$ cat config.mk
export PLATFORM = sky130hd
export DESIGN_NAME = seq_mag_comp
export DESIGN_NICKNAME = d
export VERILOG_FILES = /design/src/rtl/seq_mag_comp.sv
export SDC_FILE = /design/constraint.sdc
export NUM_CORES = 1
export LEC_CHECK = 0
export CAP_MARGIN = 20
export CORE_UTILIZATION = 30
export DETAILED_ROUTE_END_ITERATION = 10
export GPL_ROUTABILITY_DRIVEN = 0
export PLACE_DENSITY = 0.61
export SYNTH_ARGS = -nofsm -noshare
export SYNTH_HDL_FRONTEND = slang
export SYNTH_SLANG_ARGS = --single-unit
$ cat constraint.sdc
create_clock -name clk -period 2.3 [get_ports clk]
set_input_delay 0.23 -clock clk [delete_from_list [all_inputs] [get_ports clk]]
set_output_delay 0.23 -clock clk [all_outputs]
set_load 0.01 [all_outputs]
$ cat src/rtl/seq_mag_comp.sv
// rtl/seq_mag_comp.sv - multi-cycle MSB-first magnitude comparator, early exit on first differing digit
module seq_mag_comp #(
    parameter int WIDTH = 16,
    parameter int DIGIT = 4
) (
    input  logic             clk,
    input  logic             rst,
    input  logic             start,
    input  logic             sgn,
    input  logic [WIDTH-1:0] a,
    input  logic [WIDTH-1:0] b,
    output logic             busy,
    output logic             done,
    output logic             gt,
    output logic             eq,
    output logic             lt
);

    localparam int NDIG = WIDTH / DIGIT;
    localparam int IDXW = (NDIG > 1) ? $clog2(NDIG) : 1;
    localparam logic [IDXW-1:0] TOP_IDX = IDXW'(NDIG - 1);

    typedef enum logic {IDLE, RUN} state_t;

    state_t            state;
    state_t            state_nx;
    logic [WIDTH-1:0]  a_r;
    logic [WIDTH-1:0]  b_r;
    logic              sgn_r;
    logic [IDXW-1:0]   idx;
    logic [DIGIT-1:0]  flip;
    logic [DIGIT-1:0]  dig_a;
    logic [DIGIT-1:0]  dig_b;
    logic              dig_gt;
    logic              dig_lt;
    logic              last;

    // Signed mode: flipping the sign bit of the top digit turns two's complement into offset binary
    always_comb begin
        flip            = '0;
        flip[DIGIT-1]   = sgn_r && (idx == TOP_IDX);
        dig_a           = a_r[idx*DIGIT +: DIGIT] ^ flip;
        dig_b           = b_r[idx*DIGIT +: DIGIT] ^ flip;
        dig_gt          = dig_a > dig_b;
        dig_lt          = dig_a < dig_b;
        last            = (idx == '0);
    end

    always_ff @(posedge clk) begin
        if (rst) state <= IDLE;
        else     state <= state_nx;
    end

    always_comb begin
        state_nx = state;
        case (state)
            IDLE: if (start) state_nx = RUN;
            RUN:  if (dig_gt || dig_lt || last) state_nx = IDLE;
            default: state_nx = IDLE;
        endcase
    end

    always_comb begin
        busy = (state == RUN);
    end

    always_ff @(posedge clk) begin
        if (rst) begin
            a_r   <= '0;
            b_r   <= '0;
            sgn_r <= 1'b0;
            idx   <= '0;
            done  <= 1'b0;
            gt    <= 1'b0;
            eq    <= 1'b0;
            lt    <= 1'b0;
        end else begin
            done <= 1'b0;
            case (state)
                IDLE: begin
                    if (start) begin
                        a_r   <= a;
                        b_r   <= b;
                        sgn_r <= sgn;
                        idx   <= TOP_IDX;
                        gt    <= 1'b0;
                        eq    <= 1'b0;
                        lt    <= 1'b0;
                    end
                end
                RUN: begin
                    if (dig_gt) begin
                        gt   <= 1'b1;
                        done <= 1'b1;
                    end else if (dig_lt) begin
                        lt   <= 1'b1;
                        done <= 1'b1;
                    end else if (last) begin
                        eq   <= 1'b1;
                        done <= 1'b1;
                    end else begin
                        idx  <= idx - IDXW'(1);
                    end
                end
                default: ;
            endcase
        end
    end

endmodule

=== Word level (Yosys, flattened, before mapping) ===
Cells that the tools add are included.
Widths: inputs -> output; s select.

* Input port bits: 36
* Flip-flop bits (word level): 40
* Output and inout bits: 5
* Logic and storage cells: 56

* Bitwise operators: 3
* $lt $le $gt $ge: 2
* Muxes and demuxes: 21
* Equal/unequal tests: 8
* Reduce and logical (&&, ||, !) cells: 10
* Add/sub/neg operators: 1
* Shift-type cells: 2

{| class="wikitable"
|+ Operators with widths
! operator !! number
|-
| $shiftx 16x5->4 || 2
|-
| $mux 1 || 12
|-
| $mux 2 || 4
|-
| $ne 2x2->1 const B || 4
|-
| $pmux 1 s2 || 4
|-
| $reduce_and 4->1 || 2
|-
| $xor 4x4->4 || 2
|-
| $ne 2x1->1 const B || 3
|-
| $gt 4x4->1 || 1
|-
| $lt 4x4->1 || 1
|-
| $pmux 2 s2 || 1
|-
| $reduce_and 2->1 || 2
|-
| $reduce_and 3->1 || 1
|-
| $eq 2x2->1 const B || 1
|-
| $logic_not 2->1 || 1
|-
| $logic_or 1x1->1 || 2
|-
| $reduce_or 2->1 || 1
|-
| $sub 2x1->2 const B || 1
|-
| $logic_and 1x1->1 || 1
|-
| $not 1->1 || 1
|}

=== Longest topological paths before layout ===
Gate-level depths: netlist (run 1).

* Depth in word-level cells: 8
* Depth in mapped cells: 8
* Gate-level depth less buffers: 8

=== Least setup slack after synthesis (run 1) ===
OpenSTA, ideal clock, no wires.

* Path kind: register to register
* Start point: register idx[0]
* End point: register idx[1]
* Arrival time: 2.379 ns
* Library setup time: 0.091 ns
* Slack: -0.170 ns
* Required time: 2.209 ns
* Buffers on the path: 1
* Stages on the path, launching flop included: 9
* Period minus slack after synthesis: 2.470 ns
* Cell sequence: dfxtp_1 > buf_2 > mux4_2 > xor2_1 > ha_1 > nand4_2 > a311oi_4 > a211oi_1 > a311oi_1

* Word-level cells in the longest chain between the ends: 6
* Elaborated cells between the ends (all ways): 18
* Classes of those cells: add/sub (1); order compare (2); eq/ne (4); shift (2); mux (4); bitwise (2); reduce/logical (3)

{| class="wikitable"
|+ RTL lines
! what !! line !! RTL
|-
| from (decl) || 30 || <nowiki>logic [IDXW-1:0] idx;</nowiki>
|-
| from (signal assigned) || 102 || <nowiki>idx <= idx - IDXW'(1);</nowiki>
|-
| branches (longest 6 deep; another with $lt 4x4->1) || -- ||
|}

Parallel ways; which one is timed is not known. The select of a mux whose other input is x is not followed.
A chain may end at the register's enable or synchronous reset.

=== Worst setup path in the final report (run 1) ===
Ends and elaborated chain as after synthesis.

==> impl_metrics.json, run 1 <==
{
  "clock_path_buffers": 2,
  "p_leak_nw": 0.938,
  "crit_type": "register to register",
  "io_buffer_count": 40,
  "io_pins": 41,
  "rsz0062_at_grt": "true",
  "layout-drive-gt1-share_pct": 14.6,
  "synth_seq_cells": 40,
  "nets": 294,
  "setup_viol": 1,
  "min-delay-start": "b_r[4]",
  "cts_buffers": 5,
  "ys_warn_count": 0,
  "r2r_setup_slack_ns": -0.003,
  "dr.pass1.iters": 4,
  "die-area_mm2": 0.00611,
  "power_density_mw_per_mm2": 727,
  "cp-end-kind": "register",
  "post-dp-hpwl_mm": 2.90,
  "ir_drop_mv": 0.276,
  "antenna_found_initial": 0,
  "drv_cap": 0,
  "reg2reg_from": "idx[0]",
  "grt_use_total_pct": 13.9,
  "cpPeakStageDelay_ns": 0.51,
  "diodes": 0,
  "relSlewSlack_pct": 62.4,
  "clock-sinks": 40,
  "antenna_left": 0,
  "crit_chain": "mux4_2, xor2_1, ha_1, nand4_2, a311oi_4, a211oi_1, a311oi_1",
  "cts_tree": "done",
  "cts_hold_buf": 0,
  "worstSkewPairLatency_ns": 0.29,
  "grt_max_degree": 34,
  "utilization_pct": 43.8,
  "htreeDepth": 2,
  "synth-seq-area-share_pct": 46.0,
  "worst_slack_ns": -0.00275,
  "final_cell_mix": "70 x nand2_1, 40 x clkdlybuf4s50_1, 39 x dfxtp_1",
  "netlist.area_leader.share_pct": 46.0,
  "cp.required_ns": 2.50,
  "final_common_cell": "nand2_1",
  "vias_per_cell": 4.67,
  "timing.fmax_mhz": 434,
  "fill_cells": 563,
  "remaining_drc_errors": 0,
  "critPathArrivalTime_ns": 2.50,
  "wl_mm": 3.82,
  "tightest_slew_ns": 0.563,
  "syn_area_per_cell_um2": 8.61,
  "clock-skew-final_ns": 0.00598,
  "hold_viol_final": 0,
  "hp-class": "register to register",
  "layout_worst_path_cycle_share_pct": 100,
  "yosysTopAreaCell": "dfxtp_1",
  "critPathLaunchType": "register",
  "drt_iter0_drc": 57,
  "min_to": "b_r[4]",
  "cpMaxStageDelayCell": "mux4_2",
  "route.vias.total": 1517,
  "netlist_instances": 202,
  "r2r_end": "idx[1]",
  "core_region_area_mm2": 0.00554,
  "tns_ns": -0.00275,
  "syn_to_final_growth_pct": 39.6,
  "status": "complete, but fails checks",
  "violations": "negative setup slack",
  "netlist_area_mm2": 0.00174,
  "overflow": 0,
  "start_util_pct": 31.4,
  "synth.net_count": 244,
  "synth.area.top_cells": "dfxtp_1 46%, nand2_1 15%, a21oi_1 11%",
  "die_w_um": 78.1,
  "fp-row-count": 27,
  "die_h_um": 78.1,
  "whs_path_depth": 2,
  "post_drt_wl_per_cell_um": 11.7,
  "crit_fanout": 5,
  "cts.clk_slew.worst_paths_ns": 0.07,
  "synth_cell_type_count": 23,
  "grt_pass1_wl_mm": 6.66,
  "cts-root-buf": "clkbuf_8",
  "rr_worst_depth": 7,
  "maxSlewViolCount": 0,
  "first_global_vias": 1569,
  "fin_crit_ns": 2.30
}
==> how the worst max path moves through the flow <==
stage | start | endpoint
6_report | idx[0] | idx[1]
5_1_grt | idx[0] | idx[1]
3_3_place_gp | idx[0] | idx[1]
2_1_floorplan | idx[0] | idx[1]
4_1_cts | idx[0] | idx[1]
3_5_place_dp | idx[0] | idx[1]
==> final cells by class <==
class | count | area (µm²) | share of cell area, %
Timing Repair Buffer | 55 | 513 | 21.1
Tap cell | 72 | 90.1 | 3.71
Clock inverter | 1 | 30.0 | 1.24
Multi-Input combinational cell | 141 | 861 | 35.4
Clock buffer | 7 | 96.3 | 3.97
Inverter | 9 | 33.8 | 1.39
Sequential cell | 40 | 805 | 33.1
==> timing repair <==
| item | CTS | global route |
|---|---|---|
| gates resized for setup | 2 | 0 |
| buffers inserted | 1 | 0 |
| endpoints found under the setup margin | 5 | 4 |
| pin swaps | 0 | 2 |
| cloned | 0 | 0 |
==> routing by layer <==
| metal | up-vias | share of wire, % | GRT usage (%) |
|---|---|---|---|
| li1 | 778 | - | - |
| met1 | 690 | 45 | 15.8 |
| met2 | 34 | 48 | 23.9 |
| met3 | 15 | 4.2 | 3.37 |
| met4 | 0 | 3.4 | 7.78 |
| met5 | - | 0 | 0 |
==> state kept, by name (all words and copies together), names as in the netlist <==
| name | cells |
|---|---|
| gt | 1 |
| sgn_r | 1 |
| a_r | 16 |
| eq | 1 |
| busy | 1 |
| b_r | 16 |
| idx | 2 |
| lt | 1 |
| done | 1 |
==> power breakdown <==
part	internal (mW)	leakage (nW)	total [mW]	switching (mW)
combinational	0.204	0.545	0.374	0.170
sequential	0.739	0.329	0.772	0.0323
clock	0.383	0.0645	0.620	0.237
total	1.33	0.938	1.77	0.440
==> cells by family after synthesis <==
kind of cell | Yosys count | synth area share (%)
AO/OA/AOI/OAI | 46 | 15.6
XOR/XNOR | 2 | 1.01
adder cells (fa/ha/maj) | 6 | 4.32
buffers and inverters | 21 | 4.68
flip-flops | 40 | 46.0
multiplexers | 8 | 10.4
AND/OR/NAND/NOR | 79 | 18.0
==> critical path, delay by kind of cell, from the launching register on <==
| family | cells | cell delay [ns] |
|---|---|---|
| mux | 1 | 0.51 |
| flops | 1 | 0.38 |
| compound gates | 3 | 0.67 |
| fa+ha+maj | 1 | 0.34 |
| simple gates | 1 | 0.15 |
| xor+xnor | 1 | 0.16 |
==> metrics by stage <==
step | hold slack, ns | worst slack [ns] | cell area [µm²] | power, mW | std cells
final | 0.454 | -0.00275 | 2430 | 1.77 | 325
after global routing | 0.475 | -0.105 | 2430 | 1.86 | 325
after CTS | 0.457 | -0.0127 | 2430 | 1.79 | 325
after detailed placement | 0.446 | -0.108 | 2290 | 1.16 | 316
after global placement | 0.443 | -0.0339 | 2290 | 1.15 | 316
after floorplan | 0.366 | 0.0345 | 1750 | 0.996 | 202
==> synth_stat cells <==
cell and count:
a311oi_4 1, a21o_1 1, buf_1 1, xnor2_1 1, a311oi_1 1, a21oi_1 39
inv_1 9, ha_1 6, dfxtp_1 40, nor3_1 2, mux4_2 8, a21boi_0 1
clkbuf_1 9, nand2_1 70, nand2b_1 1, nor2_2 1, nor2_1 4, buf_2 2
xor2_1 1, a32o_1 1, nand4_2 1, a211oi_1 1, a31o_2 1
Power figures use the tool's default switching activity.
==> run 2, diff against run 1 <==
--- a/config.mk
+++ b/config.mk
@@ -7,7 +7,9 @@
 export LEC_CHECK = 0
 export CAP_MARGIN = 20
+export CORE_ASPECT_RATIO = 1.2
 export CORE_UTILIZATION = 30
 export DETAILED_ROUTE_END_ITERATION = 10
 export GPL_ROUTABILITY_DRIVEN = 0
+export HOLD_SLACK_MARGIN = 0.12
 export PLACE_DENSITY = 0.61
 export SYNTH_ARGS = -nofsm -noshare
==> constraint.sdc (replaced) <==
create_clock -name clk -period 2.3 [get_ports clk]
set_input_delay 0.345 -clock clk [delete_from_list [all_inputs] [get_ports clk]]
set_output_delay 0.345 -clock clk [all_outputs]
set_load 0.01 [all_outputs]
==> run 2 against run 1 <==
Against the previous run:
- the flow now finishes without violations
- combinational power increased by 11%
- sequential share of layout area decreased by 0.59 points
- design area increased by 1.8%
- global-route usage decreased by 0.86 points
- total power decreased by 5.9%
- via count decreased by 1.3%
- die area about the same
- hold slack improved by 0.0014 ns
- maximum frequency increased by 0.74%
- highest routed layer unchanged
==> impl_metrics.json, run 2 (synthesized netlist as in run 1, its figures left out) <==
{
  "final_common_cell": "nand2_1",
  "tightest_slew_ns": 0.347,
  "layout-drive-gt1-share_pct": 17.8,
  "diodes": 0,
  "dr.pass1.iters": 4,
  "maxSlewViolCount": 0,
  "whs_path_depth": 2,
  "htreeDepth": 2,
  "cp.required_ns": 2.48,
  "post_drt_wl_per_cell_um": 12.2,
  "fp-row-count": 30,
  "sequentialPowerShare_pct": 46.4,
  "clock_path_buffers": 2,
  "met1_usage_pct": 14.9,
  "remaining_drc_errors": 0,
  "cts-root-buf": "clkbuf_8",
  "top_usage_layer": "met2",
  "utilization_pct": 43.9,
  "post-place-ws_ns": -0.115,
  "cpPeakStageDelay_ns": 0.53,
  "cpMaxStageDelayCell": "mux4_2",
  "die_h_um": 85.4,
  "clock_power_share_pct": 28.5,
  "clock-sinks": 40,
  "p_leak_nw": 0.935,
  "drt_iter0_drc": 97,
  "rsz0062_at_grt": "true",
  "core_region_area_mm2": 0.00563,
  "grt_util_met2_pct": 23.9,
  "cts.clk_slew.worst_paths_ns": 0.08,
  "ir_drop_mv": 0.261,
  "crit_chain": "mux4_2, xor2_2, ha_4, nand4_4, a311oi_4, buf_4, a31o_2, a21oi_1",
  "cts_buffers": 5,
  "final_cell_mix": "70 x nand2_1, 40 x clkdlybuf4s50_1, 39 x dfxtp_1",
  "met3_usage_pct": 3.33,
  "holdWs_ns": 0.456,
  "route.vias.total": 1497,
  "wl_mm": 3.87,
  "vias_per_cell": 4.72,
  "io_pins": 41,
  "first_global_vias": 1381,
  "worstSkewPairLatency_ns": 0.29,
  "antenna_left": 0,
  "grt_use_total_pct": 13.1,
  "cts_tree": "done",
  "nets": 294,
  "die_w_um": 71.5,
  "power_density_mw_per_mm2": 672,
  "r2r_setup_slack_ns": 0.01,
  "hold_viol_final": 0,
  "swShare_pct": 27.0,
  "post-dp-hpwl_mm": 2.99,
  "io_buffer_count": 40,
  "die-area_mm2": 0.00611,
  "fin_crit_ns": 2.29,
  "comb_power_share_pct": 25.1,
  "setup_viol": 0,
  "rr_worst_depth": 8,
  "cp-end-kind": "register",
  "intPower_mw": 1.21,
  "syn_to_final_growth_pct": 42.2,
  "top_regs": "a_r x16, b_r x16, idx x2",
  "cts_hold_buf": 0,
  "grt_pass1_wl_mm": 6.17,
  "grt_max_degree": 23,
  "relSlewSlack_pct": 76.8,
  "antenna_found_initial": 0,
  "overflow": 0,
  "timing.fmax_mhz": 437,
  "fin_area_mm2": 0.00247,
  "placed_cell_area_mm2": 0.00228,
  "layout_worst_path_cycle_share_pct": 99.4,
  "status": "finished clean",
  "fill_cells": 562,
  "switching_power_mw": 0.448,
  "worst_slack_ns": 0.0141,
  "tns_ns": 0,
  "crit_fanout": 5,
  "crit_type": "register to register",
  "clock-skew-final_ns": 0.00935,
  "critPathLaunchType": "register",
  "drv_cap": 0,
  "hp-class": "register to register",
  "start_util_pct": 30.9,
  "critPathArrivalTime_ns": 2.46
}
run 2: changes by cell type in the layout (fill, tap and decap cells not counted), moves of 2 or more:
cell      before  now
ha_1           6    2
ha_4           0    4
clkbuf_1       0    2
inv_1          9    7
inv_2          0    2
run 2: critical path, delay by kind of cell (launching register included):
kind | cells | cell delay [ns]
flip-flops | 1 | 0.38
multiplexers | 1 | 0.53
AND/OR/NAND/NOR | 1 | 0.09
XOR/XNOR | 1 | 0.18
AO/OA/AOI/OAI | 3 | 0.50
buffers and inverters | 1 | 0.19
adder cells (fa/ha/maj) | 1 | 0.31
run 2: layout make-up:
| cell class | count | area [µm²] | share of cell area, % |
|---|---|---|---|
| multi-input cells | 141 | 951 | 38.5 |
| well taps | 64 | 80.1 | 3.24 |
| inverters | 9 | 33.8 | 1.37 |
| flip-flops and latches | 40 | 805 | 32.5 |
| repair buffers | 55 | 513 | 20.7 |
| clock buffers | 8 | 90.1 | 3.64 |
run 2: what timing repair did:
| item | in CTS | in global routing |
|---|---|---|
| pin swaps | 1 | 5 |
| setup buffers | 0 | 1 |
| endpoints found under the setup margin | 3 | 2 |
| resized for setup | 2 | 12 |
run 2: final timing paths:
check	endpoint	start
worst min register to register	b_r[15]	b_r[15]
worst max-delay path	idx[0]	idx[0]
worst min-delay path	b_r[15]	b_r[15]
worst max register to register	idx[0]	idx[0]
run 2: routing by layer:
metal  part of all wire [%]  up-vias
met1                     43      693
li1                       -      774
met4                    1.0        0
met5                      0        -
met2                     53       28
met3                    3.3        2
run 2: stage by stage:
stage	instances	total power, mW
after floorplan	202	0.996
after global placement	308	1.15
after detailed placement	308	1.15
after CTS	316	1.62
after global routing	317	1.76
final	317	1.66
run 2: power groups by stage:
stage          clock network (mW)  logic, mW  registers [mW]
2_1_floorplan                   0      0.221           0.775
3_3_place_gp                    0      0.358           0.787
3_5_place_dp                    0      0.365           0.788
4_1_cts                     0.485      0.367           0.772
5_1_grt                     0.521      0.458           0.778
6_report                    0.474      0.416           0.771
==> run 3, diff against run 2 <==
PLACE_DENSITY = 0.51   (was 0.61)
==> run 3 against run 2 <==
Against the previous run:
- critical path depth decreased by 1
- sequential power about the same
- maximum frequency is 1.7% higher
- critical endpoint is now idx[1]
- largest cell class unchanged
- largest power group unchanged
- highest routed layer unchanged
==> impl_metrics.json, run 3 (synthesized netlist as in run 1, its figures left out) <==
{
  "status": "finished clean",
  "switching_power_mw": 0.429,
  "critPathArrivalTime_ns": 2.45,
  "overflow": 0,
  "intPower_mw": 1.18,
  "io_pins": 41,
  "holdWs_ns": 0.455,
  "fp-row-count": 30,
  "power_mw": 1.61,
  "ir_drop_mv": 0.251,
  "die-area_mm2": 0.00611,
  "drt_iter0_drc": 37,
  "cts-root-buf": "clkbuf_8",
  "rsz0062_at_grt": "true",
  "crit_type": "register to register",
  "htreeDepth": 2,
  "cp-end-kind": "register",
  "cts.clk_slew.worst_paths_ns": 0.07,
  "fill_cells": 604,
  "worst_slack_ns": 0.0530,
  "fin_crit_ns": 2.25,
  "worstSkewPairLatency_ns": 0.29,
  "tightest_slew_ns": 0.436,
  "final_cell_mix": "70 x nand2_1, 40 x clkdlybuf4s50_1, 39 x dfxtp_1",
  "antenna_found_initial": 0,
  "io_buffer_count": 40,
  "swShare_pct": 26.6,
  "start_util_pct": 30.9,
  "wl_mm": 3.88,
  "hp-class": "register to register",
  "layout_worst_path_cycle_share_pct": 97.7,
  "r2r_end": "idx[1]",
  "relSlewSlack_pct": 70.9,
  "layout-drive-gt1-share_pct": 14.6,
  "vias_per_cell": 4.67,
  "cp.required_ns": 2.51,
  "sequentialPowerShare_pct": 47.9,
  "clock_path_buffers": 2,
  "diodes": 0,
  "grt_pass1_wl_mm": 6.62,
  "p_leak_nw": 0.924,
  "nets": 294,
  "timing.fmax_mhz": 445,
  "setup_viol": 0,
  "rr_worst_depth": 7,
  "power_density_mw_per_mm2": 675,
  "clock_power_share_pct": 29.1,
  "crit_end": "idx[1]",
  "syn_to_final_growth_pct": 37.1,
  "post-place-ws_ns": -0.0643,
  "cts_hold_buf": 0,
  "post-dp-hpwl_mm": 3.03,
  "r2r_setup_slack_ns": 0.05,
  "final_common_cell": "nand2_1",
  "antenna_left": 0,
  "top_regs": "a_r x16, b_r x16, idx x2",
  "die_h_um": 85.4,
  "critPathLaunchType": "register",
  "reg2reg_from": "idx[0]",
  "crit_fanout": 5,
  "clock-skew-final_ns": 0.00373,
  "clock-sinks": 40,
  "remaining_drc_errors": 0,
  "post_drt_wl_per_cell_um": 12.2,
  "stdcell_count": 317,
  "crit_start": "idx[0]",
  "grt_max_degree": 22,
  "cts_tree": "done",
  "first_global_vias": 1436,
  "dp.cells": 308,
  "hold_viol_final": 0,
  "drv_cap": 0,
  "core_region_area_mm2": 0.00563,
  "die_w_um": 71.5,
  "cts_buffers": 5,
  "maxSlewViolCount": 0,
  "comb_power_share_pct": 23.0,
  "route.vias.total": 1479,
  "dr.pass1.iters": 3,
  "grt_use_total_pct": 14.2
}
run 3: changes by cell type in the layout (fill, tap and decap cells not counted), sizes merged:
cell,delta
clkbuf,-2
clkinv,+2
run 3: cell type report:
cell class,instances,area [µm²],area share [%]
Clock inverter,2,10.0,0.420
Clock buffer,6,82.6,3.46
Tap cell,64,80.1,3.36
Timing Repair Buffer,55,513,21.5
Sequential cell,40,805,33.7
Multi-Input combinational cell,141,861,36.1
Inverter,9,33.8,1.42
run 3: worst min-delay path by stage:
stage	startpoint	endpoint	slack [ns]	cells after the start
floorplan	a_r[10]	a_r[10]	0.43	2
global placement	b_r[9]	b_r[9]	0.44	2
detailed placement	b_r[11]	b_r[11]	0.45	2
CTS	b_r[11]	b_r[11]	0.46	2
global route	b_r[7]	b_r[7]	0.48	2
finish	b_r[11]	b_r[11]	0.45	2
run 3: power groups by stage:
stage,Combinational (mW),Clock (mW),Sequential (mW)
2_1_floorplan,0.221,0,0.775
3_3_place_gp,0.363,0,0.788
3_5_place_dp,0.364,0,0.789
4_1_cts,0.366,0.487,0.773
5_1_grt,0.411,0.521,0.779
6_report,0.370,0.468,0.772
run 3: layer usage:
layer	global-route usage [%]	vias up	share of wire [%]
li1	-	779	-
met1	16.3	673	44
met4	5.88	0	2.0
met3	3.21	6	2.6
met5	0	-	0
met2	25.1	21	51
run 3: worst max-delay path, stage by stage, from the launching register on:
cell and delay, ns:
dfxtp_4 0.38, mux4_2 0.51, xor2_1 0.16, ha_1 0.35
nand4_2 0.13, a311oi_4 0.31, a211oi_1 0.12, a311oi_1 0.19
run 3: metrics by stage:
stage          area, µm²  setup TNS [ns]  utilization (%)
3_5_place_dp        2280         -0.0812             40.5
5_1_grt             2380         -0.0973             42.4
4_1_cts             2370               0             42.2
2_1_floorplan       1750               0                -
3_3_place_gp        2280        -0.00168             40.5
6_report            2380               0             42.4
run 3: timing repair:
item	CTS	global route
gates resized for setup	1	1
setup endpoints to repair	3	4
cloned	0	0
setup buffers	0	1
pin swaps	1	0
